<file path="src/rtl/collision_pkg.sv">
// Shared constants and helpers for the snake collision checker.
// The BORDER_LOSE_EN build macro selects the playfield bound check in collision_con.
package collision_pkg;

    localparam int SEGS    = 23;
    localparam int COORD_W = 11;
    localparam int PTS_W   = 6;

    localparam logic [PTS_W-1:0]   WIN_POINTS = 6'd22;
    localparam logic [PTS_W-1:0]   POINTS_RST = 6'd1;
    localparam logic [PTS_W-1:0]   POINTS_MAX = 6'd63;

    localparam logic [COORD_W-1:0] X_MIN = 11'd16;
    localparam logic [COORD_W-1:0] X_MAX = 11'd1392;
    localparam logic [COORD_W-1:0] Y_MIN = 11'd16;
    localparam logic [COORD_W-1:0] Y_MAX = 11'd848;

    // A zero length still means the head alone is present.
    function automatic logic [PTS_W-1:0] eff_len(input logic [PTS_W-1:0] len);
        if (len == 6'd0) begin
            eff_len = 6'd1;
        end else begin
            eff_len = len;
        end
    endfunction

    function automatic logic [PTS_W-1:0] sat_inc(input logic [PTS_W-1:0] pts);
        if (pts == POINTS_MAX) begin
            sat_inc = POINTS_MAX;
        end else begin
            sat_inc = pts + 6'd1;
        end
    endfunction

endpackage

</file>
<file path="src/rtl/collision_seg_cmp.sv">
// One body segment versus the head: position equality, gated by the segment
// index lying inside the active snake length.
module collision_seg_cmp
    import collision_pkg::*;
#(
    parameter int IDX = 1
) (
    input  logic [COORD_W-1:0] seg_x,
    input  logic [COORD_W-1:0] seg_y,
    input  logic [COORD_W-1:0] head_x,
    input  logic [COORD_W-1:0] head_y,
    input  logic [PTS_W-1:0]   len_eff,
    output logic               hit
);

    localparam logic [PTS_W:0] IDX_V = (PTS_W+1)'(IDX);

    // Segment counts only when its index is below the active length.
    always_comb begin
        hit = 1'b0;
        if (({1'b0, len_eff} > IDX_V) && (seg_x == head_x) && (seg_y == head_y)) begin
            hit = 1'b1;
        end else begin
            hit = 1'b0;
        end
    end

endmodule

</file>
<file path="src/rtl/collision_con.sv">
// Snake game collision checker: apple/body hits, score and sticky lose/win flags.
// Build macro BORDER_LOSE_EN adds a playfield-bound check that counts as a body hit.
module collision_con
    import collision_pkg::*;
(
    input  logic                    clk,
    input  logic                    rst,
    input  logic [COORD_W-1:0]      applepos_x,
    input  logic [COORD_W-1:0]      applepos_y,
    input  logic [SEGS*COORD_W-1:0] snakepos_x,
    input  logic [SEGS*COORD_W-1:0] snakepos_y,
    input  logic [PTS_W-1:0]        length,
    input  logic [COORD_W-1:0]      curr_x,
    input  logic [COORD_W-1:0]      curr_y,
    output logic [PTS_W-1:0]        points,
    output logic                    lose,
    output logic                    win
);

    logic [COORD_W-1:0] head_x_s;
    logic [COORD_W-1:0] head_y_s;
    logic [PTS_W-1:0]   len_eff_s;
    logic [SEGS-1:1]    seg_hit_s;
    logic               border_s;
    logic               hit_body_s;
    logic               hit_apple_s;
    logic [PTS_W-1:0]   pts_inc_s;

    logic [PTS_W-1:0]   points_d, points_q;
    logic               lose_d, lose_q;
    logic               win_d, win_q;

    // Raster position is kept on the port list for drop-in compatibility only.
    logic unused_raster_s;
    assign unused_raster_s = ^{curr_x, curr_y};

    assign head_x_s  = snakepos_x[COORD_W-1:0];
    assign head_y_s  = snakepos_y[COORD_W-1:0];
    assign len_eff_s = eff_len(length);

    for (genvar g = 1; g < SEGS; g++) begin : g_seg
        collision_seg_cmp #(.IDX(g)) u_cmp (
            .seg_x   (snakepos_x[g*COORD_W +: COORD_W]),
            .seg_y   (snakepos_y[g*COORD_W +: COORD_W]),
            .head_x  (head_x_s),
            .head_y  (head_y_s),
            .len_eff (len_eff_s),
            .hit     (seg_hit_s[g])
        );
    end

    // Out-of-playfield head, when enabled, is treated like biting the body.
    always_comb begin
        border_s = 1'b0;
`ifdef BORDER_LOSE_EN
        if ((head_x_s < X_MIN) || (head_x_s > X_MAX) ||
            (head_y_s < Y_MIN) || (head_y_s > Y_MAX)) begin
            border_s = 1'b1;
        end else begin
            border_s = 1'b0;
        end
`endif
    end

    assign hit_body_s  = (|seg_hit_s) | border_s;
    assign hit_apple_s = (head_x_s == applepos_x) && (head_y_s == applepos_y);
    assign pts_inc_s   = sat_inc(points_q);

    // Next score/flags; the points<=length guard absorbs the top level's one-tick lag.
    always_comb begin
        points_d = points_q;
        lose_d   = lose_q;
        win_d    = win_q;
        if (lose_q || win_q) begin
            points_d = points_q;
        end else if (hit_body_s) begin
            lose_d = 1'b1;
        end else if (hit_apple_s && (points_q <= len_eff_s)) begin
            points_d = pts_inc_s;
            if (pts_inc_s >= WIN_POINTS) begin
                win_d = 1'b1;
            end else begin
                win_d = 1'b0;
            end
        end else begin
            points_d = points_q;
        end
    end

    // State registers with synchronous active-low reset.
    always_ff @(posedge clk) begin
        if (!rst) begin
            points_q <= POINTS_RST;
            lose_q   <= 1'b0;
            win_q    <= 1'b0;
        end else begin
            points_q <= points_d;
            lose_q   <= lose_d;
            win_q    <= win_d;
        end
    end

    assign points = points_q;
    assign lose   = lose_q;
    assign win    = win_q;

endmodule

</file>
<file path="config.mk">
export PLATFORM = sky130hd
export DESIGN_NAME = collision_con
export DESIGN_NICKNAME = d
export VERILOG_FILES = /design/src/rtl/collision_pkg.sv /design/src/rtl/collision_seg_cmp.sv /design/src/rtl/collision_con.sv
export SDC_FILE = /design/constraint.sdc
export NUM_CORES = 1
export LEC_CHECK = 0
export CAP_MARGIN = 10
export CORE_AREA = 10 10 213 215
export CTS_BUF_LIST = sky130_fd_sc_hd__clkbuf_8 sky130_fd_sc_hd__clkbuf_16
export CTS_CLUSTER_DIAMETER = 30
export CTS_CLUSTER_SIZE = 12
export DETAILED_ROUTE_END_ITERATION = 6
export DIE_AREA = 0 0 223 225
export DONT_BUFFER_PORTS = 1
export GPL_ROUTABILITY_DRIVEN = 0
export PLACE_DENSITY_LB_ADDON = 0.08
export RECOVER_POWER = 50
export SYNTH_ARGS = -nofsm -noshare
export SYNTH_HDL_FRONTEND = slang
export SYNTH_SLANG_ARGS = --single-unit
</file>
<file path="constraint.sdc">
create_clock -name clk -period 9.28 [get_ports clk]
set_input_delay 1.856 -clock clk [delete_from_list [all_inputs] [get_ports clk]]
set_output_delay 1.856 -clock clk [all_outputs]
set_load 0.02 [all_outputs]
</file>
==> out/metrics.csv, run 1 <==
stage,metric,value,unit
outcome,outcome,"finished, final reports clean",
final_layout,Nets,1372,
routing,Via density,4.723,
grt,vias in the first global route,7149,
timing,Worst slew margin,33.61,%
die,Placeable Area,41380,um^2
clock_tree,number of gates resized after cts,0,
worst_setup_path,RR Endpoint,points[3],
power_and_ir_drop,Worst VDD drop,0.00004362,V
clock_tree,H-tree depth,1,
power_and_ir_drop,Pleak,2.135,nW
routing,initial detailed-routing violation count,263,
clock_tree,Sink Count,8,
synthesis,Yosys Warn Count,0,
routing,ANT nets after route,0,
timing,minimum hold slack,617.7,ps
synthesis,Main synth FF type,dfxtp_1,
clock_tree,root buf cell,clkbuf_16,
worst_hold_path,hold endpoint,win,
final_layout,final core utilization,17.26,%
worst_setup_path,Reg2Reg Setup Slack,6320,ps
synthesis,number of enable flip-flop cells after synthesis,0,
timing,Setup TNS Final,0,ps
final_layout,synth-to-layout area growth,0.8303,%
timing,Final Setup Violations,0,
placed_design,Final HPWL DP,38160,um
timing,Tcrit/Tclk final,52.67,%
worst_setup_path,Crit Path Class,input port to register,
worst_setup_path,Crit. End Element,register,
worst_setup_path,Register-to-Register Path Depth,10,
timing,worst slew pin tran,986.7,ps
routing,Post-Route WL,47780,um
worst_setup_path,critical path peak fanout,9,
placed_design,PortBufs,0,
timing,final hold viol count,0,
worst_hold_path,hold depth,2,
die,I/O pin total,566,
synthesis,commonest cells in the netlist,"281 x xor2_1, 225 x xnor2_1, 75 x nor4_1",
worst_setup_path,"CP delay by family, top",simple AND/OR/NAND/NOR gates,
grt,initial antenna violation count,1,
clock_tree,hold_buf cts,0,
clock_tree,"Setup Fix Bufs, Post-CTS",0,
synthesis,sequential cell area fraction in the yosys report,2.261,%
grt,All-Layer GR Usage,17.66,%
worst_hold_path,Hold Path Class,register to register,
worst_setup_path,critical path's slowest cell,nor4b_4,
synthesis,synthesis-stage register bit count,8,
worst_setup_path,"slowest stage delay, CP",590,ps
power_and_ir_drop,Power per Cell Area,46.91,nW/um^2
die,Die H,225,um
grt,first-pass GRT wire length,62530,um
grt,GRT overflow,0,
die,Die Span X,223,um
clock_tree,worst-skew pair later-pin latency,230,ps
worst_setup_path,worst path required time,9420,ps
worst_setup_path,"Buf+Inv Stages, Crit Path",0,
clock_tree,CTS tree,done,
routing,1st-pass router iterations,4,
worst_setup_path,Critical Path Source Type,input port,
worst_hold_path,hold path startpoint,win,
die,initial core utilization,17.12,%
synthesis,Yosys cell types,52,
timing,RSZ-0062 raised after global routing,no,
synthesis,"count leader, synth",xor2_1,
timing,Final Skew,1.390,ps
grt,largest net degree at the start of global routing,24,
die,Die ar.,50180,um^2
routing,Routed WL per cell,35.55,um
synthesis,Mapped Avg Cell Area,8.123,um^2
final_layout,share of cells above drive strength 1,1.244,%
clock_tree,Max clock buf depth,2,
synthesis,share of Yosys cell area claimed by the top area cell type,34.75,%
synthesis,post-synthesis cell area,7083,um^2
timing,Slew Limit Fails,0,
worst_setup_path,worst path cell trace,"nor2_2, nand2_1, nor2_1, or2_2, ha_1, nor2b_1, o21a_1, o21a_1, o21ai_0, a21oi_1, nand4b_1, nor4b_4, a21oi_1, a311oi_1",
synthesis,leading area contributor after synthesis,xor2_1,
clock_tree,TritonCTS Buffers,3,
routing,Vias,6348,
routing,DRC violations left,0,
timing,FMAX,204.6,MHz
synthesis,Post-synth ARST share,0,%
clock_tree,Clock Pin Slew Worst Setup and Hold Paths,40,ps
synthesis,Synth Instances,872,
flow_run,MaxCap Viol Count,0,
worst_setup_path,CP Data Arrival Time,5030,ps
synthesis,largest cells by area after synthesis,"xor2_1 35%, xnor2_1 28%, nor4_1 6.6%, nand4_1 6.1%, buf_6 4.1%",
synthesis,syn nets,1438,
die,Rows,75,
worst_setup_path,Critical R2R Launch,points[1],
timing,minimum clock period,4888,ps
## layout make-up
type	instances	area, um^2
fill	4779	34240
clock buffer	3	75.07
sequential	8	160.2
tap	539	674.4
inverter	10	37.54
antenna	1	2.502
multi-input combinational	783	6192
## kinds of logic after synthesis
group                    Yosys count  share of synthesized area [%]
AO/OA/AOI/OAI                     52                          4.929
AND/OR/NAND/NOR                  216                          18.28
XOR/XNOR                         507                          62.80
flip-flops                         8                          2.261
adder cells (fa/ha/maj)            8                          1.413
buffers and inverters             81                          10.32
## registers in the layout (all words and copies together), names as in the netlist
name	flops
lose	1
points	6
win	1
## cells in the final DEF (no fill, tap or decap), types with 10 or more instances in the layout
cell / n
nand3_1: 12
nor3_1: 12
xnor2_1: 225
nor2_1: 14
xor2_1: 281
a21oi_1: 13
inv_1: 10
nand4_1: 69
nand2_1: 16
nor4_1: 75
## per-stage QoR
stage / setup WS, ps / cell area (um^2) / total power [W] / std cells
floorplan: 4942 / 7083 / 0.0002904 / 872
global placement: 4034 / 7064 / 0.0002603 / 1340
detailed placement: 3961 / 7064 / 0.0002617 / 1340
CTS: 4224 / 7139 / 0.0003400 / 1343
global route: 4052 / 7139 / 0.0003630 / 1343
finish: 4392 / 7142 / 0.0003350 / 1344
## worst register-to-register path, stage by stage (launching register included)
cell      delay, ps
dfxtp_1         580
ha_1            320
nor2b_1         130
o21a_1          160
o21a_1          160
o21ai_0         140
a21oi_1         120
nand4b_1        270
nor4b_4         590
a21oi_1         150
a311oi_1        250
## power by group
part | leakage [nW] | switching (W) | internal (W) | total, W
Sequential | 0.0644 | 0.000000000379 | 0.0000345 | 0.0000345
Combinational | 2.03 | 0.0000943 | 0.000132 | 0.000226
Clock | 0.0370 | 0.0000185 | 0.0000557 | 0.0000743
Total | 2.14 | 0.000113 | 0.000222 | 0.000335
## per-layer routing
metal | vias up | global-route usage (%) | wire length, um
met5 | - | 0 | 0
met4 | 0 | 3.226 | 861
met3 | 42 | 4.150 | 3099
met2 | 328 | 32.34 | 24640
met1 | 3136 | 20.48 | 19180
li1 | 2842 | - | -
## worst max path at each step
stage | cells after the start | start | slack [ps] | to
after floorplan | 15 | length[4] | 4940 | points[4]
after global routing | 14 | length[5] | 4050 | points[3]
after detailed placement | 14 | length[5] | 3960 | points[3]
after CTS | 14 | length[5] | 4220 | points[3]
after global placement | 14 | length[5] | 4030 | points[3]
final | 14 | length[5] | 4390 | points[3]
(Power assumes the default switching activity.)
==> run 2: changes to the inputs <==
Clock period 9.28 ns to 4.4 ns, I/O delays scaled along.
==> out/metrics.csv, run 2 (synthesized netlist as in run 1, its figures left out) <==
stage,metric,value,unit
outcome,outcome,"finished, final reports clean",
routing,initial detailed-routing violation count,315,
routing,Vias,6352,
worst_setup_path,Crit. End Element,register,
placed_design,PortBufs,0,
routing,Routed WL per cell,35.41,um
worst_setup_path,Critical R2R Launch,points[1],
grt,All-Layer GR Usage,17.53,%
grt,GRT overflow,0,
die,initial core utilization,17.12,%
timing,RSZ-0062 raised after global routing,no,
final_layout,footprint of the multi-input gates,6192,um^2
timing,Tcrit/Tclk final,77.94,%
die,Placeable Area,41380,um^2
worst_setup_path,Reg2Reg Setup Slack,1470,ps
final_layout,register bank with the most flops,points,
timing,worst slew pin tran,973.6,ps
die,I/O pin total,566,
placed_design,"worst slack, placed",591.1,ps
grt,initial antenna violation count,1,
clock_tree,Max clock buf depth,2,
grt,largest net degree at the start of global routing,24,
clock_tree,CTS tree,done,
clock_tree,root buf cell,clkbuf_16,
die,Die H,225,um
clock_tree,TritonCTS Buffers,3,
final_layout,register area,160.2,um^2
worst_setup_path,crit path from,snakepos_y[5],
power_and_ir_drop,Worst VDD drop,0.00008525,V
grt,first-pass GRT wire length,61730,um
routing,DRC violations left,0,
final_layout,"Design Area, Final",7184,um^2
placed_design,Final HPWL DP,38230,um
timing,final hold viol count,0,
worst_setup_path,Register-to-Register Path Depth,10,
clock_tree,hold_buf cts,0,
routing,Post-Route WL,47770,um
die,Die ar.,50180,um^2
worst_setup_path,worst path required time,4550,ps
final_layout,synth-to-layout area growth,1.431,%
worst_setup_path,critical path peak fanout,23,
die,Rows,75,
power_and_ir_drop,Power per Cell Area,98.60,nW/um^2
final_layout,number of flip-flops under the largest register name,6,
routing,1st-pass router iterations,4,
timing,Setup WS post-layout,970.5,ps
power_and_ir_drop,Pleak,2.167,nW
placed_design,Placed Area,7109,um^2
final_layout,Fillers,4764,
die,Die Span X,223,um
final_layout,"commonest non-fill, non-tap cell in the layout",xor2_1,
final_layout,# diodes,0,
worst_setup_path,CP Data Arrival Time,3580,ps
final_layout,Nets,1378,
timing,Final Setup Violations,0,
clock_tree,Clock Pin Slew Worst Setup and Hold Paths,40,ps
clock_tree,Sink Count,8,
final_layout,most frequent cells in the layout,"281 x xor2_1, 225 x xnor2_1, 75 x nor4_1",
timing,Setup TNS Final,0,ps
worst_hold_path,Hold Path Class,register to register,
timing,Slew Limit Fails,0,
timing,Final Skew,0.4759,ps
timing,FMAX,291.6,MHz
grt,vias in the first global route,7210,
routing,ANT nets after route,0,
clock_tree,worst-skew pair later-pin latency,230,ps
timing,Worst slew margin,34.49,%
timing,minimum clock period,3429,ps
worst_setup_path,Crit Path Class,input port to register,
final_layout,share of cells above drive strength 1,1.975,%
routing,Via density,4.709,
worst_setup_path,crit path to,points[4],
clock_tree,number of gates resized after cts,0,
clock_tree,"Setup Fix Bufs, Post-CTS",0,
clock_tree,H-tree depth,1,
flow_run,MaxCap Viol Count,0,
worst_setup_path,RR Endpoint,points[3],
worst_setup_path,Critical Path Source Type,input port,
run 2: changes by cell type in the layout (fill, tap and decap cells not counted):
cell	change
buf_4	+6
diode_2	-1
run 2: worst max-delay path, stage by stage:
cell and delay (ps):
xor2_1 160, nor4_1 400, nand4_1 320, nor4_1 440
buf_4 200, nor2_1 40, a41oi_1 540, or4b_4 280
nor3_2 50, a211oi_1 240
run 2: power by group:
part / switching, W / internal [W] / total [W]
sequential: 0.000000000766 / 0.0000728 / 0.0000728
clock: 0.0000385 / 0.000118 / 0.000156
combinational: 0.000199 / 0.000280 / 0.000479
run 2: metrics by stage:
stage | std cells | utilization (%) | total power (W) | hold slack [ps]
final | 1349 | 17.36 | 0.0007084 | 601.5
after global routing | 1349 | 17.36 | 0.0007669 | 649.6
after CTS | 1349 | 17.36 | 0.0007176 | 611.2
after detailed placement | 1346 | 17.18 | 0.0005553 | 605.5
after global placement | 1346 | 17.18 | 0.0005532 | 601.1
after floorplan | 872 | - | 0.0006125 | 544.0
run 2: layout make-up:
cell class | count | area share, %
clock buffer | 3 | 1.045
inverter | 10 | 0.5225
multi-input combinational | 783 | 86.19
sequential | 8 | 2.229
tap | 539 | 9.387
timing repair buffer | 6 | 0.6270
run 2: metal layers:
| layer | global-route usage [%] | vias to the layer above | part of all wire [%] |
|---|---|---|---|
| met2 | 31.86 | 361 | 51 |
| met1 | 19.99 | 3086 | 39 |
| met3 | 4.799 | 54 | 8.1 |
| met4 | 3.596 | 0 | 2.3 |
| met5 | 0 | - | 0 |
| li1 | - | 2851 | - |
run 2: worst min-delay path by stage:
| stage | start | endpoint | slack, ps | depth (start not counted) |
|---|---|---|---|---|
| final | win | win | 600 | 2 |
| after global placement | win | win | 600 | 2 |
| after floorplan | win | win | 540 | 2 |
| after detailed placement | win | win | 610 | 2 |
| after CTS | win | win | 610 | 2 |
| after global routing | win | win | 650 | 2 |
==> run 3: changes to the inputs <==
Clock period 4.4 ns to 3.1 ns, I/O delays scaled along.
==> out/metrics.csv, run 3 (synthesized netlist as in run 1, its figures left out) <==
stage,metric,value,unit
timing,Setup TNS Final,0,ps
clock_tree,TritonCTS Buffers,3,
clock_tree,Max clock buf depth,2,
timing,minimum hold slack,467.4,ps
power_and_ir_drop,Pleak,2.251,nW
clock_tree,Sink Count,8,
die,Placeable Area,41380,um^2
worst_setup_path,Crit. End Element,register,
final_layout,synth-to-layout area growth,3.533,%
timing,final hold viol count,0,
grt,All-Layer GR Usage,17.87,%
die,Die Span X,223,um
routing,Via density,4.746,
worst_setup_path,Critical R2R Launch,points[1],
final_layout,footprint of the multi-input gates,6198,um^2
outcome,outcome,"finished, final reports clean",
worst_setup_path,worst path required time,3220,ps
timing,FMAX,340.8,MHz
placed_design,Final HPWL DP,38460,um
worst_setup_path,crit path from,length[5],
clock_tree,H-tree depth,1,
final_layout,Nets,1401,
die,Die H,225,um
final_layout,Fillers,4777,
final_layout,number of flip-flops under the largest register name,6,
worst_hold_path,Hold Path Class,input port to register,
power_and_ir_drop,Clock Power Share,21.7,%
grt,vias in the first global route,7331,
timing,Setup WS post-layout,166.0,ps
clock_tree,CTS tree,done,
timing,worst slew pin tran,743.2,ps
power_and_ir_drop,Int Pwr,0.0006749,W
die,initial core utilization,17.12,%
clock_tree,worst-skew pair later-pin latency,230,ps
routing,Post-Route WL,48510,um
final_layout,register bank with the most flops,points,
timing,Worst slew margin,49.99,%
placed_design,placed cell count,1368,
worst_setup_path,Crit Path Class,input port to register,
routing,Routed WL per cell,35.36,um
power_and_ir_drop,Sw Ratio,32.88,%
grt,initial antenna violation count,0,
clock_tree,root buf cell,clkbuf_16,
timing,Slew Limit Fails,0,
final_layout,"Design Area, Final",7333,um^2
final_layout,Final Non-Filler Cells,1372,
die,I/O pin total,566,
clock_tree,Clock Pin Slew Worst Setup and Hold Paths,40,ps
worst_setup_path,RR Endpoint,points[5],
worst_hold_path,hold depth,1,
final_layout,"commonest non-fill, non-tap cell in the layout",xor2_1,
placed_design,"worst slack, placed",-82.61,ps
routing,DRC violations left,0,
power_and_ir_drop,Worst VDD drop,0.0001253,V
die,Die ar.,50180,um^2
power_and_ir_drop,Seq pwr share,10.3,%
timing,Final Skew,1.100,ps
worst_setup_path,critical path peak fanout,7,
routing,Vias,6512,
worst_setup_path,CP Data Arrival Time,3050,ps
timing,Final Setup Violations,0,
die,Rows,75,
grt,GRT overflow,0,
final_layout,share of cells above drive strength 1,3.721,%
final_layout,register area,160.2,um^2
worst_hold_path,hold endpoint,points[0],
power_and_ir_drop,Comb power frac,68.0,%
clock_tree,hold_buf cts,0,
routing,1st-pass router iterations,4,
worst_setup_path,Register-to-Register Path Depth,11,
power_and_ir_drop,Power per Cell Area,137.1,nW/um^2
final_layout,most frequent cells in the layout,"281 x xor2_1, 225 x xnor2_1, 75 x nor4_1",
placed_design,PortBufs,0,
power_and_ir_drop,sw power,0.0003306,W
grt,first-pass GRT wire length,63280,um
routing,initial detailed-routing violation count,319,
timing,minimum clock period,2934,ps
final_layout,# diodes,0,
grt,largest net degree at the start of global routing,24,
worst_hold_path,hold path startpoint,rst,
worst_setup_path,Reg2Reg Setup Slack,540,ps
routing,ANT nets after route,0,
worst_setup_path,Critical Path Source Type,input port,
timing,RSZ-0062 raised after global routing,no,
timing,Tcrit/Tclk final,94.65,%
placed_design,Placed Area,7279,um^2
flow_run,MaxCap Viol Count,0,
[run 3: final cells by class]
cell class,instances,area share (%)
Clock buffer,3,1.024
Inverter,10,0.5119
Multi-Input combinational cell,783,84.52
Sequential cell,8,2.184
Tap cell,539,9.196
Timing Repair Buffer,29,2.559
[run 3: power by group through the flow]
stage	clock network (W)	registers [W]	logic, W
2_1_floorplan	0	0.000105	0.000765
3_5_place_dp	0	0.000105	0.000686
3_3_place_gp	0	0.000105	0.000685
4_1_cts	0.000222	0.000103	0.000693
5_1_grt	0.000231	0.000103	0.000754
6_report	0.000218	0.000103	0.000684
[run 3: repair_timing]
action,CTS,global route
endpoints found under the setup margin,0,6
resized for setup,0,1
setup buffers,0,1
[run 3: worst max path at each step]
stage | depth (start not counted) | endpoint
finish | 10 | points[5]
global route | 15 | points[5]
CTS | 15 | points[3]
detailed placement | 9 | points[4]
global placement | 11 | points[4]
floorplan | 15 | points[4]
[run 3: stage by stage]
| stage | utilization (%) | total power, W |
|---|---|---|
| CTS | 17.77 | 0.001019 |
| global route | 17.72 | 0.001088 |
| detailed placement | 17.59 | 0.0007916 |
| floorplan | - | 0.0008698 |
| finish | 17.72 | 0.001005 |
| global placement | 17.59 | 0.0007901 |
[run 3: worst max-delay path, stage by stage]
cell and delay, ps:
and4bb_1 270, nand3b_1 200, nand4_1 180, or4_1 130, o311ai_1 110, or4_4 610, or4b_4 600, buf_4 150
o21ai_1 120, nor2_1 50
[run 3: per-layer routing]
metal	track usage, %	vias up	wire length [um]
met2	32.83	297	25170
li1	-	2897	-
met5	0	-	0
met3	4.125	33	3179
met4	2.485	0	688
met1	20.96	3285	19470
==> RTL edit (settings of run 2) <==
`COORD_W`: 11 -> 13.
--- a/src/rtl/collision_pkg.sv
+++ b/src/rtl/collision_pkg.sv
@@ -4,5 +4,5 @@
 
     localparam int SEGS    = 23;
-    localparam int COORD_W = 11;
+    localparam int COORD_W = 13;
     localparam int PTS_W   = 6;
 
Ports: changed (6 resized); port bits go from 566 to 666. No check against the original RTL was run, so the function may have changed too.
==> RTL edit against run 2 <==
  * Setup slack better by 0.26 ns
  * Maximum frequency up 8.1%
  * Count of clock-buffer cells in the layout unchanged
  * Sequential cell count unchanged
  * Critical endpoint unchanged
  * First-iteration DRC count up 37%
  * Final area up 15%
  * Hold slack better by 0.043 ns
  * Power up 9.6%
  * Synthesized area up 12%
  * Clock skew up 0.00087 ns
  * Final cell count up 9.7%
  * Wire length up 25%
==> RTL edit: results (changes against run 2) <==
Parameter                              Value

Yosys
  Portion of the post-synthesis area used by sequential elements    0.0202 (-0.00246)
  Syn nets    1682 (+17%)
  Synth async-reset ratio    0 (unchanged)
  Cell variety after synth    41 (-21%)
  Leading cell types by count after synthesis    sky130_fd_sc_hd__xor2_1, sky130_fd_sc_hd__xnor2_1, sky130_fd_sc_hd__nor4_1
  Leading post-synthesis cells by cell area    sky130_fd_sc_hd__xor2_1, sky130_fd_sc_hd__xnor2_1, sky130_fd_sc_hd__nor4_1

Clock network
  CTS buffer count    3 (unchanged)
  Count of H-tree levels built during CTS    1 (unchanged)
  # resized after CTS    0 (unchanged)
  Skew-Pair Late Insertion Delay    0.23 ns (about the same)
  CTS root buf    sky130_fd_sc_hd__clkbuf_16

STA
  Maximum clock skew at final layout    0.00134 ns (+0.000866 ns)
  Worst slew pin tran    0.833 ns (-0.141 ns)

Status
  Run status    completed

Setup path
  Crit-path slowest cell    sky130_fd_sc_hd__nor4_1
  Largest fanout on the critical path    13 (-43%)
  Crit. Startpoint    length[3]
  Family of cells with the greatest summed delay on the critical path    simple AND/OR/NAND/NOR gates
  Delay of the slowest cell on the worst path    0.40 ns (-0.14 ns)

Drt
  Routed wirelength normalized by instance count    40.2 um (+14%)
  Average vias per placed instance    5.13 (+8.9%)
  Initial DRC count    433 (+37%)

Min path
  Worst hold start    lose
  Hold WC Path Type    reg2reg

GRT
  Initial antenna violation count    0 (-1)
  GR met3 Demand/Resource    0.0621 (+0.0141)
  M1 GR Usage    0.252 (+0.0517)
  Pin count of the biggest net entering global routing    24 (unchanged)
  Wire length of the first global-routing pass    77.4 mm (+25%)
  Met2 Usage GRT    0.394 (+0.0754)
  Number of global-route vias before repair    8680 (+20%)
  Total global routing track utilization    0.220 (+0.0450)

Pwr
  Worst VDD drop    0.000135 V (+59%)
  Net switching fraction of the power    0.364 (+0.0287)
  Leakage power    2.75 nW (+27%)

Layout
  Net count, final    1609 (+17%)
  Fraction of final layout cells sized beyond drive strength 1    0.0170 (-0.00275)
  Count of inserted antenna diode cells    0 (unchanged)
  Largest reg by FF count    points
  Fillers    4750 (-0.29%)
  Flip-flop count of the largest register, all copies and words added    6 (unchanged)

Place
  HPWL after detailed placement    46.7 mm (+22%)
## RTL edit: cell types whose count changed after synthesis, moves of 6 or more
| cell | delta |
|---|---|
| sky130_fd_sc_hd__nand3_1 | +6 |
| sky130_fd_sc_hd__xnor2_1 | -78 |
| sky130_fd_sc_hd__buf_2 | +39 |
| sky130_fd_sc_hd__buf_8 | -9 |
| sky130_fd_sc_hd__a211oi_1 | +10 |
| sky130_fd_sc_hd__o22ai_1 | +7 |
| sky130_fd_sc_hd__nor2_1 | -7 |
| sky130_fd_sc_hd__buf_4 | +6 |
| sky130_fd_sc_hd__nand2_1 | -6 |
| sky130_fd_sc_hd__xor2_1 | +170 |
| sky130_fd_sc_hd__nor4_1 | +40 |
| sky130_fd_sc_hd__buf_6 | -22 |
## RTL edit: final timing paths
kind / end / slack [ns] / depth (start not counted)
worst min-delay path: lose / 0.64 / 2
worst max-delay path: points[4] / 1.23 / 10
worst max register to register: points[4] / 1.52 / 9
worst min register to register: lose / 0.64 / 2
## RTL edit: cells by family (layout without fill, tap and decap cells)
family | Yosys count | in the layout | share of synthesized area
buffers and inverters | 96 | 21 | 0.0699
adders and majority gates | 8 | 8 | 0.0126
DFF | 8 | 8 | 0.0202
xor gates and xnor gates | 598 | 598 | 0.659
and+or+nand+nor | 248 | 248 | 0.188
AOI/OAI and AO/OA | 58 | 58 | 0.0507
## RTL edit: per-layer routing
layer	vias up	wire [um]
li1	3338	-
met1	3703	23500
met2	480	29800
met3	66	4700
met4	0	1520
met5	-	0
## RTL edit: metrics by stage
stage | area, um^2 | power (W) | util | setup WS (ns) | cells
6_report | 8240 | 0.000777 | 0.199 | 1.23 | 1480
5_1_grt | 8240 | 0.000840 | 0.199 | 0.828 | 1480
4_1_cts | 8240 | 0.000787 | 0.199 | 0.993 | 1480
3_5_place_dp | 8170 | 0.000627 | 0.197 | 0.758 | 1477
3_3_place_gp | 8170 | 0.000623 | 0.197 | 0.859 | 1477
2_1_floorplan | 7950 | 0.000650 | - | 1.34 | 1016
## RTL edit: cell type report
type / instances / area share
timing repair buffer: 6 / 0.00546
clock buffer: 3 / 0.00911
sequential: 8 / 0.0194
tap: 539 / 0.0818
inverter: 12 / 0.00546
multi-input combinational: 912 / 0.879
## RTL edit: power by group through the flow
stage / Sequential [W] / Combinational [W] / Clock (W)
after global routing: 0.0000728 / 0.000608 / 0.000159
final: 0.0000729 / 0.000552 / 0.000152
after global placement: 0.0000740 / 0.000549 / 0
after detailed placement: 0.0000740 / 0.000553 / 0
after CTS: 0.0000729 / 0.000559 / 0.000155
after floorplan: 0.0000740 / 0.000576 / 0
